--- src/rtl/tdc_meas_ctrl_if.sv ---
// Command and result bus between the host register block and tdc_meas_ctrl.
// The host side is the master; the measurement controller is the slave.
interface tdc_meas_ctrl_if #(
  parameter int HW_W     = 7,
  parameter int CNT_W    = 8,
  parameter int SETTLE_W = 4
);
  logic                   start;
  logic                   abort;
  logic [CNT_W-1:0]       n_samples;
  logic [SETTLE_W-1:0]    settle;
  logic                   cfg_src;
  logic                   cfg_bypass;
  logic                   res_valid;
  logic                   res_ready;
  logic [HW_W+CNT_W-1:0]  res_sum;
  logic [HW_W-1:0]        res_min;
  logic [HW_W-1:0]        res_max;

  modport master (
    output start, abort, n_samples, settle, cfg_src, cfg_bypass, res_ready,
    input  res_valid, res_sum, res_min, res_max
  );

  modport slave (
    input  start, abort, n_samples, settle, cfg_src, cfg_bypass, res_ready,
    output res_valid, res_sum, res_min, res_max
  );
endinterface

--- src/rtl/tdc_meas_ctrl.sv ---
// Measurement sequencer for the hamming-weight TDC: issues N launch edges,
// samples the core after a settle delay and reports sum/min/max of the run.
module tdc_meas_ctrl #(
  parameter int HW_W     = 7,
  parameter int CNT_W    = 8,
  parameter int SETTLE_W = 4
) (
  input  logic            clk,
  input  logic            rst,
  tdc_meas_ctrl_if.slave  bus,
  input  logic [HW_W-1:0] hw_in_i,
  output logic            pg_tog_o,
  output logic            pg_src_o,
  output logic            pg_bypass_o,
  output logic            busy_o
);

  localparam int SUM_W = HW_W + CNT_W;
  localparam logic [CNT_W:0]    N_MAX      = {1'b1, {CNT_W{1'b0}}};
  localparam logic [CNT_W:0]    CNT_ONE    = {{CNT_W{1'b0}}, 1'b1};
  localparam logic [SETTLE_W-1:0] SETTLE_ONE = {{(SETTLE_W-1){1'b0}}, 1'b1};

  typedef enum logic [2:0] {
    S_IDLE,
    S_LAUNCH,
    S_WAIT,
    S_SAMPLE,
    S_RESULT
  } state_e;

  state_e              state_q, state_d;
  logic [CNT_W:0]      n_eff_q, n_eff_d;
  logic [CNT_W:0]      count_q, count_d;
  logic [SETTLE_W-1:0] settle_q, settle_d;
  logic [SETTLE_W-1:0] wait_q, wait_d;
  logic                tog_q, tog_d;
  logic                src_q, src_d;
  logic                byp_q, byp_d;
  logic [SUM_W-1:0]    sum_q, sum_d;
  logic [HW_W-1:0]     min_q, min_d;
  logic [HW_W-1:0]     max_q, max_d;
  logic [CNT_W:0]      count_inc;

  always_ff @(posedge clk or posedge rst) begin
    if (rst) begin
      state_q  <= S_IDLE;
      n_eff_q  <= '0;
      count_q  <= '0;
      settle_q <= '0;
      wait_q   <= '0;
      tog_q    <= 1'b0;
      src_q    <= 1'b0;
      byp_q    <= 1'b0;
      sum_q    <= '0;
      min_q    <= '0;
      max_q    <= '0;
    end else begin
      state_q  <= state_d;
      n_eff_q  <= n_eff_d;
      count_q  <= count_d;
      settle_q <= settle_d;
      wait_q   <= wait_d;
      tog_q    <= tog_d;
      src_q    <= src_d;
      byp_q    <= byp_d;
      sum_q    <= sum_d;
      min_q    <= min_d;
      max_q    <= max_d;
    end
  end

  // Abort in any active measuring state drops straight to IDLE and leaves
  // pg_tog where it is, so the next run still alternates edge polarity.
  always_comb begin
    state_d   = state_q;
    n_eff_d   = n_eff_q;
    count_d   = count_q;
    settle_d  = settle_q;
    wait_d    = wait_q;
    tog_d     = tog_q;
    src_d     = src_q;
    byp_d     = byp_q;
    sum_d     = sum_q;
    min_d     = min_q;
    max_d     = max_q;
    count_inc = count_q + CNT_ONE;

    unique case (state_q)
      S_IDLE: begin
        if (bus.start) begin
          n_eff_d  = (bus.n_samples == '0) ? N_MAX : {1'b0, bus.n_samples};
          settle_d = (bus.settle == '0) ? SETTLE_ONE : bus.settle;
          src_d    = bus.cfg_src;
          byp_d    = bus.cfg_bypass;
          count_d  = '0;
          sum_d    = '0;
          min_d    = '1;
          max_d    = '0;
          state_d  = S_LAUNCH;
        end
      end

      S_LAUNCH: begin
        if (bus.abort) begin
          state_d = S_IDLE;
        end else begin
          tog_d   = ~tog_q;
          wait_d  = settle_q;
          state_d = S_WAIT;
        end
      end

      S_WAIT: begin
        if (bus.abort) begin
          state_d = S_IDLE;
        end else begin
          wait_d = wait_q - SETTLE_ONE;
          if (wait_q == SETTLE_ONE) begin
            state_d = S_SAMPLE;
          end
        end
      end

      // Sum width leaves room for 2^CNT_W full-scale samples.
      S_SAMPLE: begin
        if (bus.abort) begin
          state_d = S_IDLE;
        end else begin
          sum_d   = sum_q + {{CNT_W{1'b0}}, hw_in_i};
          min_d   = (hw_in_i < min_q) ? hw_in_i : min_q;
          max_d   = (hw_in_i > max_q) ? hw_in_i : max_q;
          count_d = count_inc;
          state_d = (count_inc == n_eff_q) ? S_RESULT : S_LAUNCH;
        end
      end

      S_RESULT: begin
        if (bus.res_ready) begin
          state_d = S_IDLE;
        end
      end

      default: begin
        state_d = S_IDLE;
      end
    endcase
  end

  assign busy_o        = (state_q != S_IDLE);
  assign pg_tog_o      = tog_q;
  assign pg_src_o      = src_q;
  assign pg_bypass_o   = byp_q;
  assign bus.res_valid = (state_q == S_RESULT);
  assign bus.res_sum   = sum_q;
  assign bus.res_min   = min_q;
  assign bus.res_max   = max_q;

endmodule

--- src/flat_wrapper.sv ---
// flat-port wrapper written by rule: the top's interface ports become plain ports
module tdc_meas_ctrl_flat 
#(
  parameter int HW_W     = 7,
  parameter int CNT_W    = 8,
  parameter int SETTLE_W = 4
)
  (clk, rst, hw_in_i, pg_tog_o, pg_src_o, pg_bypass_o, busy_o, bus_start, bus_abort, bus_n_samples, bus_settle, bus_cfg_src, bus_cfg_bypass, bus_res_ready, bus_res_valid, bus_res_sum, bus_res_min, bus_res_max);
  tdc_meas_ctrl_if #(.HW_W(HW_W), .CNT_W(CNT_W), .SETTLE_W(SETTLE_W)) bus_i ();
  input  logic clk;
  input  logic rst;
  input  logic [HW_W-1:0] hw_in_i;
  output logic pg_tog_o;
  output logic pg_src_o;
  output logic pg_bypass_o;
  output logic busy_o;
  input wire logic [$bits(bus_i.start)-1:0] bus_start;
  input wire logic [$bits(bus_i.abort)-1:0] bus_abort;
  input wire logic [$bits(bus_i.n_samples)-1:0] bus_n_samples;
  input wire logic [$bits(bus_i.settle)-1:0] bus_settle;
  input wire logic [$bits(bus_i.cfg_src)-1:0] bus_cfg_src;
  input wire logic [$bits(bus_i.cfg_bypass)-1:0] bus_cfg_bypass;
  input wire logic [$bits(bus_i.res_ready)-1:0] bus_res_ready;
  output wire logic [$bits(bus_i.res_valid)-1:0] bus_res_valid;
  output wire logic [$bits(bus_i.res_sum)-1:0] bus_res_sum;
  output wire logic [$bits(bus_i.res_min)-1:0] bus_res_min;
  output wire logic [$bits(bus_i.res_max)-1:0] bus_res_max;
  assign bus_i.start = bus_start;
  assign bus_i.abort = bus_abort;
  assign bus_i.n_samples = bus_n_samples;
  assign bus_i.settle = bus_settle;
  assign bus_i.cfg_src = bus_cfg_src;
  assign bus_i.cfg_bypass = bus_cfg_bypass;
  assign bus_i.res_ready = bus_res_ready;
  assign bus_res_valid = bus_i.res_valid;
  assign bus_res_sum = bus_i.res_sum;
  assign bus_res_min = bus_i.res_min;
  assign bus_res_max = bus_i.res_max;
  tdc_meas_ctrl #(.HW_W(HW_W), .CNT_W(CNT_W), .SETTLE_W(SETTLE_W)) u_core (.clk(clk), .rst(rst), .bus(bus_i), .hw_in_i(hw_in_i), .pg_tog_o(pg_tog_o), .pg_src_o(pg_src_o), .pg_bypass_o(pg_bypass_o), .busy_o(busy_o));
endmodule
--- config.mk ---
export PLATFORM = sky130hd
export DESIGN_NAME = tdc_meas_ctrl_flat
export DESIGN_NICKNAME = d
export VERILOG_FILES = /design/src/rtl/tdc_meas_ctrl_if.sv /design/src/rtl/tdc_meas_ctrl.sv /design/src/flat_wrapper.sv
export SDC_FILE = /design/constraint.sdc
export NUM_CORES = 1
export LEC_CHECK = 0
export CAP_MARGIN = 30
export CORE_ASPECT_RATIO = 1.2
export CORE_MARGIN = 2
export CORE_UTILIZATION = 57
export CTS_CLUSTER_DIAMETER = 120
export DETAILED_ROUTE_END_ITERATION = 10
export PLACE_DENSITY = 0.92
export SLEW_MARGIN = 20
export SYNTH_ARGS = -nofsm -noshare
export SYNTH_HDL_FRONTEND = slang
export SYNTH_SLANG_ARGS = --single-unit
export TNS_END_PERCENT = 30
--- constraint.sdc ---
create_clock -name clk -period 5.8 [get_ports clk]
set_clock_uncertainty 0.2 [all_clocks]
set_input_delay 0.58 -clock clk [delete_from_list [all_inputs] [get_ports clk]]
set_output_delay 0.58 -clock clk [all_outputs]
set_load 0.03 [all_outputs]
# [Word level (Yosys, flattened, before mapping)]
# Cells that the tools add are included.
[totals] ramBits=0 word_cells=72 latch_bits=0 mem_bits_ro=0 n_memories=0 reg_bits=61
[op_classes] magnitude_cmp=2 addsub=3 muxes=27 multipliers=0 eq_ne=14 bitwise_logic=2 n_div=0 reduce_logical=13 shift=0
[op_table] cell="two-way mux 7 bit" count=6
[op_table] cell="two-way mux 15 bit" count=2
[op_table] cell="one-hot mux 15 bit (2 select lines)" count=1
[op_table] cell="one-hot mux 7 bit (2 select lines)" count=2
[op_table] cell="two-way mux 9 bit" count=3
[op_table] cell="two-way mux 3 bit" count=6
[op_table] cell="one-hot mux 9 bit (2 select lines)" count=1
[op_table] cell="adder 15 x 7 -> 15 bit" count=1
[op_table] cell="one-hot mux 3 bit (5 select lines)" count=1
[op_table] cell="two-way mux 4 bit" count=3
[op_table] cell="inequality test 2 bit, second input constant" count=5
[op_table] cell="adder 9 x 1 -> 9 bit, second input constant" count=1
[op_table] cell="== test 9 bit" count=1
[op_table] cell="AND reduction 3 bit" count=3
[op_table] cell="logical NOT 8 bit" count=1
[op_table] cell="one-hot mux 4 bit (2 select lines)" count=1
[op_table] cell="AND reduction 4 bit" count=2
[op_table] cell="> comparator 7 bit" count=1
[op_table] cell="less-than comparator 7 bit" count=1
[op_table] cell="== test 3 x 2 -> 1 bit, second input constant" count=2
[op_table] cell="== test 4 x 1 -> 1 bit, second input constant" count=1
[op_table] cell="logical NOT 4 bit" count=1
[op_table] cell="inequality test 2 x 1 -> 1 bit, second input constant" count=2
[op_table] cell="AND reduction 2 bit" count=2
[op_table] cell="other kinds (9)" count=11

# [Longest topological paths before layout]
[logic_depth] word_depth=5 ltp_mapped=9 ltp_nobuf=8

# [Worst setup path before layout]
# No wires, ideal clock.
[synth_timing] kind="input -> register" from="in hw_in_i[0]" to="reg u_core.sum_q[14], in the netlist u_core.bus.res_sum[14]" setup_ns=0.129 cell_stages=8 setup_slack_ns=3.432 t_arrival_ns=2.039 path_buffers=0 path_cell_list="ha_1 > fa_1 > a21o_1 > a21oi_1 > o21a_1 > nor4b_2 > xnor2_1 > nor2_2"
[synth_via] elab_chain_len=3
[synth_rtl] item="from (decl)" line_no="flat_wrapper.sv:12" source="input logic [HW_W-1:0] hw_in_i;"
[synth_rtl] item="adder 15 x 7 -> 15 bit" line_no="tdc_meas_ctrl.sv:129" source="sum_d = sum_q + {{CNT_W{1'b0}}, hw_in_i};"
[synth_rtl] item="two-way mux 15 bit" line_no="tdc_meas_ctrl.sv:126" source="if (bus.abort) begin"
[synth_rtl] item="one-hot mux 15 bit (2 select lines)" line_no="tdc_meas_ctrl.sv:88" source="unique case (state_q)"
[synth_rtl] item="to (signal assigned)" line_no="tdc_meas_ctrl.sv:66" source="sum_q <= sum_d;"
[synth_rtl] item="to (decl)" line_no="tdc_meas_ctrl.sv:39" source="logic [SUM_W-1:0] sum_q, sum_d;"
# No other way between the ends. The select of a mux whose other input is x is not followed.
# A chain may end at the register's enable or synchronous reset.

# [Worst setup path after layout]
[layout_timing] from="in hw_in_i[0]" to="reg u_core.sum_q[10], in the netlist u_core.bus.res_sum[10]"
# Same word-level chain as after synthesis.

==> out/qor.yml <==
grt_use_total_pct: 26.0
cts-resized-gates: 0
ys_top_cells_by_area: "dfrtp_1 (44%), ha_1 (8.3%), nand2_1 (6.9%)"
cts.htree.levels: 3
path_max_fanout: 5
row_count: 31
fp.dieH_um: 89.5
synth_edf_count: 0
area_growth_pct: 23.9
ys.flop_type: "dfrtp_1"
crit_path_start_kind: "primary input"
syn_area_per_cell_um2: 9.28
clk-insertion-delay-late_ns: 0.34
holdBufCountCts: 0
firstDrtPassIters: 4
route.detailed.drc: 0
yosysTopAreaCellShare_pct: 44.0
core_region_area_um2: 5970
p_sw_share_pct: 39.4
end_kind: "flip-flop"
clkPwrFrac_pct: 20.8
critical_path_arrival_ns: 2.81
ys_ff_latch: 61
critPathKind: "primary input to flip-flop"
ys.warnings.count: 0
power_switching_w: 0.000669
period_share_pct: 48.1
place_area_um2: 4120
layout.nets: 482
vias_per_cell: 5.87
clkTransAtPathRegs_ns: 0.06
drt_wl_total_um: 7970
p_leak_nw: 1.91
grt_pass1_wl_um: 13400
grt_overflow: 0
postRouteAntennaNets: 0
syn_nets: 424
hpwl_um: 5710
drive_gt1_share_pct: 6.21
ys_seq_area_share_pct: 44.0
initial_core_util_pct: 58.1
wl_per_cell_um: 15.4
grt_pass1_vias: 3092
pin_count: 60
power_density_nw_per_um2: 395
yosys.area.top_type: "dfrtp_1"
p_int_w: 0.00103
period_needed_ns: 2.79
fmax_mhz: 358
slew_headroom_pct: 40.6
power_frac_comb_pct: 41.7
cts_setup_buffers: 0
clk_path_buf_depth: 2
antenna_found_initial: 0
cap_violations: 0
synth_cells: 374
die_area_um2: 6730
syn_area_um2: 3470
clock_sinks: 61
slew_violations: 0
drtIter0Drc: 253
yosysUniqueCellTypes: 52
status: "finished clean"
place_congestion: 0.898
fp.dieW_um: 75.2
fin_setup_tns_ns: 0
synthArstFlopShare_pct: 100
tightest_slew_ns: 0.888
synth_common_cells: "nand2_1 (64), dfrtp_1 (61), o21ai_0 (28)"
diodes: 0
setup_viol: 0
vdd_drop_max_mv: 0.214
grt_max_degree: 62
cts_tree: "yes"
hp-class: "flip-flop to flip-flop"
hold_viol: 0
crit_required_ns: 5.82
numCtsBuffers: 9
synth_most_common_cell: "nand2_1"
final_cell_area_um2: 4300
pwr-share-seq_pct: 37.5
rsz0062_at_grt: "no"
vias: 3033
io_buffers: 59
cts_root_buffer: "clkbuf_8"
[logic make-up after synthesis]
logic type	synth area share [%]
AO/OA/AOI/OAI	17.5
buffers and inverters	4.72
AND/OR/NAND/NOR	19.1
flip-flops	44.0
XOR/XNOR	5.80
adder cells (fa/ha/maj)	8.87
[routing by layer]
| layer | global-route usage, % | share of wire, % |
|---|---|---|
| met1 | 31.1 | 42 |
| met2 | 43.5 | 51 |
| met3 | 5.52 | 4.3 |
| met4 | 14.2 | 2.8 |
| met5 | 0 | 0 |
[per-stage QoR]
step	power, W	util (%)	hold slack (ns)	worst slack [ns]	instances
floorplan	0.00112	-	0.240	3.43	374
global placement	0.00131	68.9	0.255	2.78	503
detailed placement	0.00135	68.9	0.261	2.69	503
CTS	0.00170	72.0	0.275	3.04	517
global route	0.00181	72.0	0.313	2.87	517
finish	0.00170	72.0	0.270	3.01	517
[area by class of cell]
class,count,area [um2]
multi-input cells,274,1780
repair buffers,63,621
well taps,82,103
flip-flops and latches,61,1530
fillers,435,1670
inverters,23,86.3
clock buffers,13,179
clock inverters,1,5.00
[sequential cells by signal, indices dropped and copies added (netlist names)]
signal              flops
u_core.pg_tog_o         1
u_core.bus.res_sum     15
u_core.bus.res_min      7
u_core.n_eff_q          9
u_core.wait_q           4
u_core.settle_q         4
u_core.pg_src_o         1
u_core.pg_bypass_o      1
u_core.bus.res_max      7
u_core.state_q          3
u_core.count_q          9
[critical path, stage by stage]
cell	delay, ns
clkdlybuf4s50_1	0.51
ha_1	0.26
fa_1	0.41
a21o_1	0.17
a21oi_1	0.26
o21a_1	0.28
nor4_1	0.10
xnor2_1	0.17
nor2_1	0.06
[power groups by stage]
stage	combinational, W	clock, W	sequential (W)
6_report	0.000709	0.000353	0.000637
5_1_grt	0.000780	0.000378	0.000651
4_1_cts	0.000711	0.000357	0.000636
3_5_place_dp	0.000707	0	0.000642
3_3_place_gp	0.000676	0	0.000636
2_1_floorplan	0.000426	0	0.000699
[path summary, 6_finish.rpt]
check,from,cells after the start,slack (ns),end
max,hw_in_i[0],9,3.01,u_core.bus.res_sum[10]
min,u_core.pg_tog_o,1,0.27,u_core.pg_tog_o
max in group asynchronous,rst,3,4.33,u_core.count_q[1]
max reg2reg,u_core.state_q[0],6,3.28,u_core.bus.res_sum[14]
min reg2reg,u_core.pg_tog_o,1,0.27,u_core.pg_tog_o
min in group asynchronous,rst,3,0.55,u_core.pg_tog_o
[cell usage in the layout, fill, tap and decap left out, types with 7 or more instances in the layout]
cell type,n
nand2_1,64
dfrtp_1,61
clkdlybuf4s50_1,59
o21ai_0,28
ha_1,23
inv_1,22
xnor2_1,17
a21oi_1,16
nand3_1,15
clkbuf_8,13
nor2_1,12
nor3_1,10
a22o_1,7
o22a_1,7
Note: power is estimated with default switching activity, not from simulation.
